### src/rtl/kamus_pkg.sv
// Shared types for the kamus-v data-side load/store path.
package kamus_pkg;

    localparam int KAMUS_XLEN = 32;

    typedef enum logic [1:0] {
        LSU_IDLE,
        LSU_REQ,
        LSU_RESP
    } lsu_state_e;

    typedef enum logic [2:0] {
        MEM_B  = 3'b000,
        MEM_H  = 3'b001,
        MEM_W  = 3'b010,
        MEM_BU = 3'b100,
        MEM_HU = 3'b101
    } mem_size_e;

    typedef struct packed {
        logic                  we;
        logic [KAMUS_XLEN-1:0] addr;
        logic [KAMUS_XLEN-1:0] wdata;
        mem_size_e             size;
    } lsu_req_t;

    // Reserved encodings 011/110/111 fall back to a full-word access.
    function automatic mem_size_e decode_size(input logic [2:0] funct3);
        case (funct3)
            3'b000:  return MEM_B;
            3'b001:  return MEM_H;
            3'b100:  return MEM_BU;
            3'b101:  return MEM_HU;
            default: return MEM_W;
        endcase
    endfunction

endpackage

### src/rtl/kamus_lsu_align.sv
// Combinational lane logic: byte enables, store replication, load extract/extend
// and misalignment detection.
module kamus_lsu_align
    import kamus_pkg::*;
#(
    parameter int XLEN = 32
) (
    input  mem_size_e       req_size,
    input  logic [1:0]      req_offset,
    input  logic [XLEN-1:0] req_wdata,
    input  mem_size_e       rsp_size,
    input  logic [1:0]      rsp_offset,
    input  logic [XLEN-1:0] rsp_word,
    output logic [3:0]      be,
    output logic [XLEN-1:0] wdata_rep,
    output logic [XLEN-1:0] ld_data,
    output logic            misaligned
);

    logic [XLEN-1:0] shifted;

    assign shifted = rsp_word >> {rsp_offset, 3'b000};

    // NOTE: every output gets a default first so no path through the case infers a latch.
    always_comb begin
        be         = 4'b1111;
        wdata_rep  = req_wdata;
        misaligned = 1'b0;
        unique case (req_size)
            MEM_B, MEM_BU: begin
                be        = 4'b0001 << req_offset;
                wdata_rep = {(XLEN/8){req_wdata[7:0]}};
            end
            MEM_H, MEM_HU: begin
                be         = 4'b0011 << req_offset;
                wdata_rep  = {(XLEN/16){req_wdata[15:0]}};
                misaligned = req_offset[0];
            end
            default: misaligned = |req_offset;
        endcase
    end

    always_comb begin
        ld_data = shifted;
        unique case (rsp_size)
            MEM_B:   ld_data = {{(XLEN-8){shifted[7]}}, shifted[7:0]};
            MEM_BU:  ld_data = {{(XLEN-8){1'b0}}, shifted[7:0]};
            MEM_H:   ld_data = {{(XLEN-16){shifted[15]}}, shifted[15:0]};
            MEM_HU:  ld_data = {{(XLEN-16){1'b0}}, shifted[15:0]};
            default: ld_data = shifted;
        endcase
    end

endmodule

### src/rtl/kamus_lsu.sv
// kamus-v load/store unit: request FSM, bus timeout and payload registers
// between the EX/MEM register and the L1D request/grant/response port.
module kamus_lsu
    import kamus_pkg::*;
#(
    parameter int XLEN           = 32,
    parameter int TIMEOUT_CYCLES = 255
) (
    input  logic            clk_i,
    input  logic            rst_i,
    input  logic            req_valid_i,
    input  logic            l1d_wr_en_i,
    input  logic            load_en_i,
    input  logic [XLEN-1:0] addr_i,
    input  logic [XLEN-1:0] wdata_i,
    input  logic [2:0]      funct3_i,
    output logic            stall_o,
    output logic            done_o,
    output logic [XLEN-1:0] rdata_o,
    output logic            misaligned_o,
    output logic            bus_err_o,
    output logic            mem_req_o,
    output logic            mem_we_o,
    output logic [XLEN-1:0] mem_addr_o,
    output logic [3:0]      mem_be_o,
    output logic [XLEN-1:0] mem_wdata_o,
    input  logic            mem_gnt_i,
    input  logic            mem_rvalid_i,
    input  logic [XLEN-1:0] mem_rdata_i
);

    localparam int CNT_W = (TIMEOUT_CYCLES > 1) ? $clog2(TIMEOUT_CYCLES) : 1;
    localparam logic [CNT_W-1:0] CNT_LAST =
        (TIMEOUT_CYCLES > 0) ? CNT_W'(TIMEOUT_CYCLES - 1) : '0;

    lsu_state_e      state_q, state_d;
    logic [CNT_W-1:0] cnt_q;
    mem_size_e       size_q;
    logic [1:0]      off_q;
    lsu_req_t        req;
    logic            access;
    logic            expire;
    logic            mis;
    logic [3:0]      be;
    logic [XLEN-1:0] wdata_rep;
    logic [XLEN-1:0] ld_data;

    always_comb begin
        req.we    = l1d_wr_en_i;
        req.addr  = addr_i;
        req.wdata = wdata_i;
        req.size  = decode_size(funct3_i);
    end

    assign access = req_valid_i && (l1d_wr_en_i || load_en_i);
    assign expire = (TIMEOUT_CYCLES != 0) && (cnt_q == CNT_LAST);

    kamus_lsu_align #(.XLEN(XLEN)) u_align (
        .req_size   (req.size),
        .req_offset (req.addr[1:0]),
        .req_wdata  (req.wdata),
        .rsp_size   (size_q),
        .rsp_offset (off_q),
        .rsp_word   (mem_rdata_i),
        .be         (be),
        .wdata_rep  (wdata_rep),
        .ld_data    (ld_data),
        .misaligned (mis)
    );

    always_comb begin
        state_d      = state_q;
        stall_o      = 1'b0;
        done_o       = 1'b0;
        misaligned_o = 1'b0;
        bus_err_o    = 1'b0;
        unique case (state_q)
            LSU_IDLE: begin
                if (access && mis) begin
                    misaligned_o = 1'b1;
                end else if (access) begin
                    stall_o = 1'b1;
                    state_d = LSU_REQ;
                end
            end
            LSU_REQ: begin
                stall_o = 1'b1;
                if (expire) begin
                    bus_err_o = 1'b1;
                    state_d   = LSU_IDLE;
                end else if (mem_gnt_i) begin
                    state_d = LSU_RESP;
                end
            end
            LSU_RESP: begin
                // A response landing on the expiry cycle still completes.
                if (mem_rvalid_i) begin
                    done_o  = 1'b1;
                    state_d = LSU_IDLE;
                end else begin
                    stall_o = 1'b1;
                    if (expire) begin
                        bus_err_o = 1'b1;
                        state_d   = LSU_IDLE;
                    end
                end
            end
            default: state_d = LSU_IDLE;
        endcase
    end

    assign rdata_o = (done_o && !mem_we_o) ? ld_data : '0;

    // NOTE: sequential state uses non-blocking assignments so every flop samples pre-edge values.
    always_ff @(posedge clk_i or posedge rst_i) begin
        if (rst_i) begin
            state_q     <= LSU_IDLE;
            cnt_q       <= '0;
            size_q      <= MEM_B;
            off_q       <= 2'b00;
            mem_req_o   <= 1'b0;
            mem_we_o    <= 1'b0;
            mem_addr_o  <= '0;
            mem_be_o    <= 4'b0000;
            mem_wdata_o <= '0;
        end else begin
            state_q <= state_d;

            if (state_d == LSU_IDLE) begin
                cnt_q <= '0;
            end else if (state_q != LSU_IDLE) begin
                cnt_q <= cnt_q + 1'b1;
            end

            if (state_q == LSU_IDLE && state_d == LSU_REQ) begin
                mem_req_o   <= 1'b1;
                mem_we_o    <= req.we;
                mem_addr_o  <= {req.addr[XLEN-1:2], 2'b00};
                mem_be_o    <= be;
                mem_wdata_o <= wdata_rep;
                size_q      <= req.size;
                off_q       <= req.addr[1:0];
            end else if (state_q == LSU_REQ && state_d != LSU_REQ) begin
                mem_req_o <= 1'b0;
            end
        end
    end

endmodule

### config.mk
export PLATFORM = sky130hd
export DESIGN_NAME = kamus_lsu
export DESIGN_NICKNAME = d
export VERILOG_FILES = /design/src/rtl/kamus_pkg.sv /design/src/rtl/kamus_lsu_align.sv /design/src/rtl/kamus_lsu.sv
export SDC_FILE = /design/constraint.sdc
export NUM_CORES = 1
export LEC_CHECK = 0
export CELL_PAD_IN_SITES_DETAIL_PLACEMENT = 2
export CELL_PAD_IN_SITES_GLOBAL_PLACEMENT = 2
export CORE_ASPECT_RATIO = 0.8
export CORE_MARGIN = 8
export CORE_UTILIZATION = 28
export CTS_CLUSTER_SIZE = 8
export DETAILED_ROUTE_END_ITERATION = 10
export GPL_ROUTABILITY_DRIVEN = 0
export PLACE_DENSITY_LB_ADDON = 0.1
export SYNTH_ARGS = -nofsm -noshare
export SYNTH_HDL_FRONTEND = slang
export SYNTH_HIERARCHICAL = 1
export SYNTH_SLANG_ARGS = --single-unit
### constraint.sdc
create_clock -name clk_i -period 7.5 [get_ports clk_i]
set_input_delay 1.5 -clock clk_i [delete_from_list [all_inputs] [get_ports clk_i]]
set_output_delay 1.5 -clock clk_i [all_outputs]
set_load 0.02 [all_outputs]
# ---- After elaboration in Yosys (flattened, before gate mapping)
# Cells that the tools add are included.
dict set report word_totals {
  register_bits 83
  inputBits 106
  output_inout_bits 106
  wordCells 73
}
dict set report op_classes {
  addsub 1
  n_eq_ne 14
  shifts 3
  muxes 28
  reduce_logical 18
}
# op n
set ops {}
lappend ops {{$pmux 32 s4} 1}
lappend ops {{$pmux 32 s2} 1}
lappend ops {{$mux 32} 1}
lappend ops {{$shr 32x5->32} 1}
lappend ops {{$eq 3x3->1 const B} 6}
lappend ops {{$mux 8} 2}
lappend ops {{$mux 2} 6}
lappend ops {{$pmux 3 s4} 1}
lappend ops {{$mux 1} 11}
lappend ops {{$eq 3x1->1 const B} 3}
lappend ops {{$logic_not 3->1} 3}
lappend ops {{$add 8x1->8 const B} 1}
lappend ops {{$eq 8x8->1 const B} 1}
lappend ops {{$pmux 4 s2} 1}
lappend ops {{$pmux 2 s3} 1}
lappend ops {{$reduce_bool 2->1} 3}
lappend ops {{$reduce_or 2->1} 3}
lappend ops {{$logic_and 1x1->1} 5}
lappend ops {{$eq 2x1->1 const B} 2}
lappend ops {{$logic_not 2->1} 2}
lappend ops {{$pmux 1 s2} 2}
lappend ops {{$shl 1x2->4 const A} 1}
lappend ops {{$shl 2x2->4 const A} 1}
lappend ops {{$pmux 1 s3} 1}
lappend ops {{4 further kinds} 4}

# ---- Longest topological paths before layout
dict set report logic_depth {
  ltp_word 12
  ltp_mapped 10
  ltp_nobuf 7
}

# ---- Hierarchy
# The synthesis kept the hierarchy.
# module n_inst cells_each area_per_inst_um2 seq_area_each_um2
set by_module_without_submodules {}
lappend by_module_without_submodules {kamus_lsu 1 272 3738.6 2077.0}
lappend by_module_without_submodules {kamus_lsu_align 1 171 1167.4 0.0}

# ---- Least setup slack after synthesis
# OpenSTA, ideal clock, no wires.
dict set report synth_timing {
  kind {in2out}
  start {input funct3_i[1]}
  end {output misaligned_o}
  t_arrival_ns 2.711
  required_time_ns 6.000
  slack_ns 3.289
  path_stages 7
  path_buffers 3
  path_cell_list {clkbuf_1 buf_2 clkbuf_1 o21ai_0 nand2_1 inv_1 nor2_1}
}
dict set report synth_via {
  elab_chain_cells 8
  elab_cells_between_ends 15
  cone_classes {eq/ne (6); mux (4); reduce/logical (5)}
}
# element line
set synth_lines {}
lappend synth_lines {{from (decl)} kamus_lsu.sv:16} ;# input logic [2:0] funct3_i,
lappend synth_lines {{$eq 3x3->1 (tied with other cells)} kamus_pkg.sv:29} ;# case (funct3)
lappend synth_lines {{$pmux 3 s4 (*)} kamus_pkg.sv:29}
lappend synth_lines {{$eq 3x1->1 (tied with other cells)} kamus_lsu_align.sv:29} ;# unique case (req_size)
lappend synth_lines {{$reduce_or 2->1} kamus_lsu_align.sv:29}
lappend synth_lines {{$pmux 1 s2 (*)} kamus_lsu_align.sv:29}
lappend synth_lines {{net mis} kamus_lsu.sv:43} ;# logic mis;
lappend synth_lines {{$logic_and 1x1->1 (*)} kamus_lsu.sv:79} ;# if (access && mis) begin
lappend synth_lines {{$mux 1 (*)} kamus_lsu.sv:79}
lappend synth_lines {{$mux 1 (*)} kamus_lsu.sv:77} ;# unique case (state_q)
lappend synth_lines {{to (decl)} kamus_lsu.sv:20} ;# output logic misaligned_o,
# Mark *: on every way through the listed nets, which the timed path passes. The rest lies on a longest branch.

# ---- Worst setup path after layout
dict set report layout_timing {
  start {input mem_rdata_i[31]}
  end {output rdata_o[23]}
}
dict set report layout_via {
  elab_chain_cells 3
}
# element line
set layout_lines {}
lappend layout_lines {{from (decl)} kamus_lsu.sv:29} ;# input logic [XLEN-1:0] mem_rdata_i
lappend layout_lines {{$shr 32x5->32} kamus_lsu_align.sv:22} ;# assign shifted = rsp_word >> {rsp_offset, 3'b000};
lappend layout_lines {{$pmux 32 s4} kamus_lsu_align.sv:45} ;# unique case (rsp_size)
lappend layout_lines {{net ld_data[23]} kamus_lsu.sv:46} ;# logic [XLEN-1:0] ld_data;
lappend layout_lines {{$mux 32} kamus_lsu.sv:112} ;# assign rdata_o = (done_o && !mem_we_o) ? ld_data : '0;
lappend layout_lines {{to (decl)} kamus_lsu.sv:19} ;# output logic [XLEN-1:0] rdata_o,
# The timed path passes the listed nets, and every way through them passes these cells.

==> flow_summary.toml <==
[status]
status = "finished, final reports clean"

[floorplanning]
rows = 43
dieHeight_um = 134.4
core-area_mm2 = 0.01727
num_io_pins = 212
die_x_um = 164.0
start_util_pct = 28.41
dieArea_mm2 = 0.02204

[route]
num_vias = 4030
via_per_inst = 4.659
drt_iter0_markers = 75
drc = 0
ant_nets = 0
dr.pass1.iters = 4
wl_mm = 17.26
wl_per_cell_um = 19.96

[logic_synthesis]
synth_edf_count = 0
synthAdderAreaFrac_pct = 1.530
synth_compound_area_share_pct = 8.926
yosys.area.top_type_share_pct = 42.34
synth_cell_types = 48
synth-seq-area-share_pct = 42.34
synth_xor_area_share_pct = 1.250
synth_simple_gate_area_share_pct = 13.67
yosys-top-cells-area = "dfrtp_1 42%, mux2_1 17%, mux2i_1 5.7%"
yosysMostFrequentCell = "dfrtp_1"
synth_top_family_by_area = "multiplexers"
yosysTopAreaCell = "dfrtp_1"
yosys_most_used_dff = "dfrtp_1"
yosys_register_bits = 83
syn_inst = 443
avgSynthCellArea_um2 = 11.07
yosys_warnings = 6
netlist_area_mm2 = 0.004906
ys_top_cells_by_count = "83 x dfrtp_1, 72 x mux2_1, 34 x nor2_1"
synthArstFlopShare_pct = 100.0
muxShareOfSynthArea_pct = 25.91

[sta]
rsz0062_at_grt = "false"
finalMaxSlewViolations = 0
fin_crit_sh_pct = 72.81
hold_violations = 0
hold_slack_ps = 487.4
finalClockSkew_ps = 8.841
finalSetupTns_ps = 0
tightestPinTransition_ps = 1005
min_period_ps = 5461
setup_violations = 0
relSlewSlack_pct = 33.03
max_freq_ghz = 0.1831

[clock_tree]
clock-sinks = 83
clk_latency_ps = 340
cts_tree = "built"
root_buffer = "clkbuf_16"
clk_pin_slew_worst_paths_ps = 60
cts_setup_buffers = 0
h-tree-depth = 3
holdBufCountCts = 0
ctsResizeCount = 0
cts_max_path_buffers = 2
cts_buffers = 9

[setup_path]
reg2reg_to = "mem_addr_o[29]"
startpoint_type = "primary input"
reg2reg_depth = 8
rrSetupSlack_ps = 4270
criticalPathCategory = "primary input to primary output"
cp.arrival_ps = 3960
rr_startpoint = "state_q[1]"
critPathCaptureType = "primary output"
cp_max_fo = 16
crit_required_ps = 6000

[power]
p_switching_mw = 1.113
power.internal_mw = 1.641
p_seq_share_pct = 29.6
p_leak_nw = 3.003
ir_worst_vdd_mv = 0.1882
p_comb_share_pct = 54.0
power_frac_clock_pct = 16.4
p_sw_share_pct = 40.42
power_density_mw_per_mm2 = 374.2

[run]
maxCapViolations = 0

[min_path]
min_path_type = "flip-flop to flip-flop"
min_from = "mem_addr_o[20]"
min_to = "mem_addr_o[20]"
whs_path_depth = 1

[global_route]
first_global_vias = 4645
grt_overflow = 0
antenna_found_initial = 0
grt_util_all_layers_pct = 15.65
grt_first_pass_wirelength_mm = 26.83
grt_max_degree = 48

[finish]
area_delta_synth_final_pct = 50.01
n_fill_cell = 1784
nets = 747
diodes = 0
utilization_pct = 42.61
drive_above_1_share_pct = 8.906

[placed_design]
hpwl_mm = 13.33
port_buffers = 209
==> how the worst max path moves through the flow <==
stage | start | end | slack (ps) | cells after the start
detailed placement | mem_rdata_i[31] | rdata_o[23] | 2070 | 7
floorplan | funct3_i[1] | misaligned_o | 3290 | 7
CTS | mem_rdata_i[31] | rdata_o[23] | 2080 | 7
finish | mem_rdata_i[31] | rdata_o[23] | 2040 | 7
global route | mem_rdata_i[31] | rdata_o[23] | 1880 | 7
global placement | mem_rdata_i[31] | rdata_o[23] | 2160 | 7
==> cell type report <==
class | instances | area (um2) | area share (%)
sequential | 83 | 2077 | 28.22
clock buffer | 11 | 242.7 | 3.298
inverter | 9 | 35.03 | 0.4760
tap | 225 | 281.5 | 3.825
timing repair buffer | 215 | 2137 | 29.04
clock inverter | 5 | 60.06 | 0.8160
multi-input combinational | 317 | 2526 | 34.33
==> registers in the layout, indices dropped and copies added, names as in the netlist <==
register     cells
cnt_q            8
mem_addr_o      30
mem_be_o         4
mem_req_o        1
mem_wdata_o     32
mem_we_o         1
off_q            2
size_q           3
state_q          2
==> critical path, stage by stage <==
cell and delay (ps):
clkdlybuf4s50_1 620, nand2b_4 90, a311oi_2 320, o211ai_2 410, o21ai_0 200, and2_1 200, clkdlybuf4s50_1 620
==> logic make-up after synthesis <==
logic type	Yosys count
DFF	83
buffers and inverters	44
and+or+nand+nor	127
muxes	116
AOI/OAI and AO/OA	59
other	1
xor gates and xnor gates	7
adders and majority gates	6
==> per-stage QoR <==
stage | setup slack, ps | instances | power, mW | area [um2]
3_5_place_dp | 2072 | 849 | 2.338 | 7057
6_report | 2039 | 865 | 2.754 | 7360
5_1_grt | 1879 | 865 | 2.944 | 7360
4_1_cts | 2082 | 865 | 2.818 | 7360
3_3_place_gp | 2162 | 849 | 2.283 | 7057
2_1_floorplan | 3289 | 444 | 1.691 | 4910
==> per-layer routing <==
metal / wire length [um] / GRT usage (%) / share of wire (%)
met3: 1690 / 7.626 / 9.8
met2: 8159 / 25.92 / 47
met5: 0 / 0 / 0
met1: 7303 / 18.12 / 42
met4: 109 / 2.873 / 0.63
==> power by group through the flow <==
stage / registers, mW / logic [mW] / clock network, mW
final: 0.815 / 1.49 / 0.453
after global routing: 0.847 / 1.61 / 0.491
after CTS: 0.822 / 1.52 / 0.476
after detailed placement: 0.826 / 1.51 / 0
after global placement: 0.805 / 1.48 / 0
after floorplan: 0.998 / 0.693 / 0
==> cells in the final DEF (no fill, tap or decap), types with 3 or more instances in the layout <==
| master | n |
|---|---|
| ha_1 | 6 |
| nand2_1 | 28 |
| mux2_2 | 16 |
| nor2b_1 | 11 |
| mux2i_1 | 28 |
| mux2_1 | 72 |
| o21ai_1 | 3 |
| nor3_1 | 3 |
| dfrtp_1 | 83 |
| a21oi_1 | 10 |
| a211oi_1 | 14 |
| and2_1 | 33 |
| clkdlybuf4s50_1 | 209 |
| buf_4 | 6 |
| inv_1 | 7 |
| nor2_1 | 34 |
| xor2_1 | 4 |
| xnor2_1 | 3 |
| o21ai_0 | 17 |
| nand3_1 | 3 |
| clkbuf_16 | 9 |
Note: power is estimated with default switching activity, not from simulation.
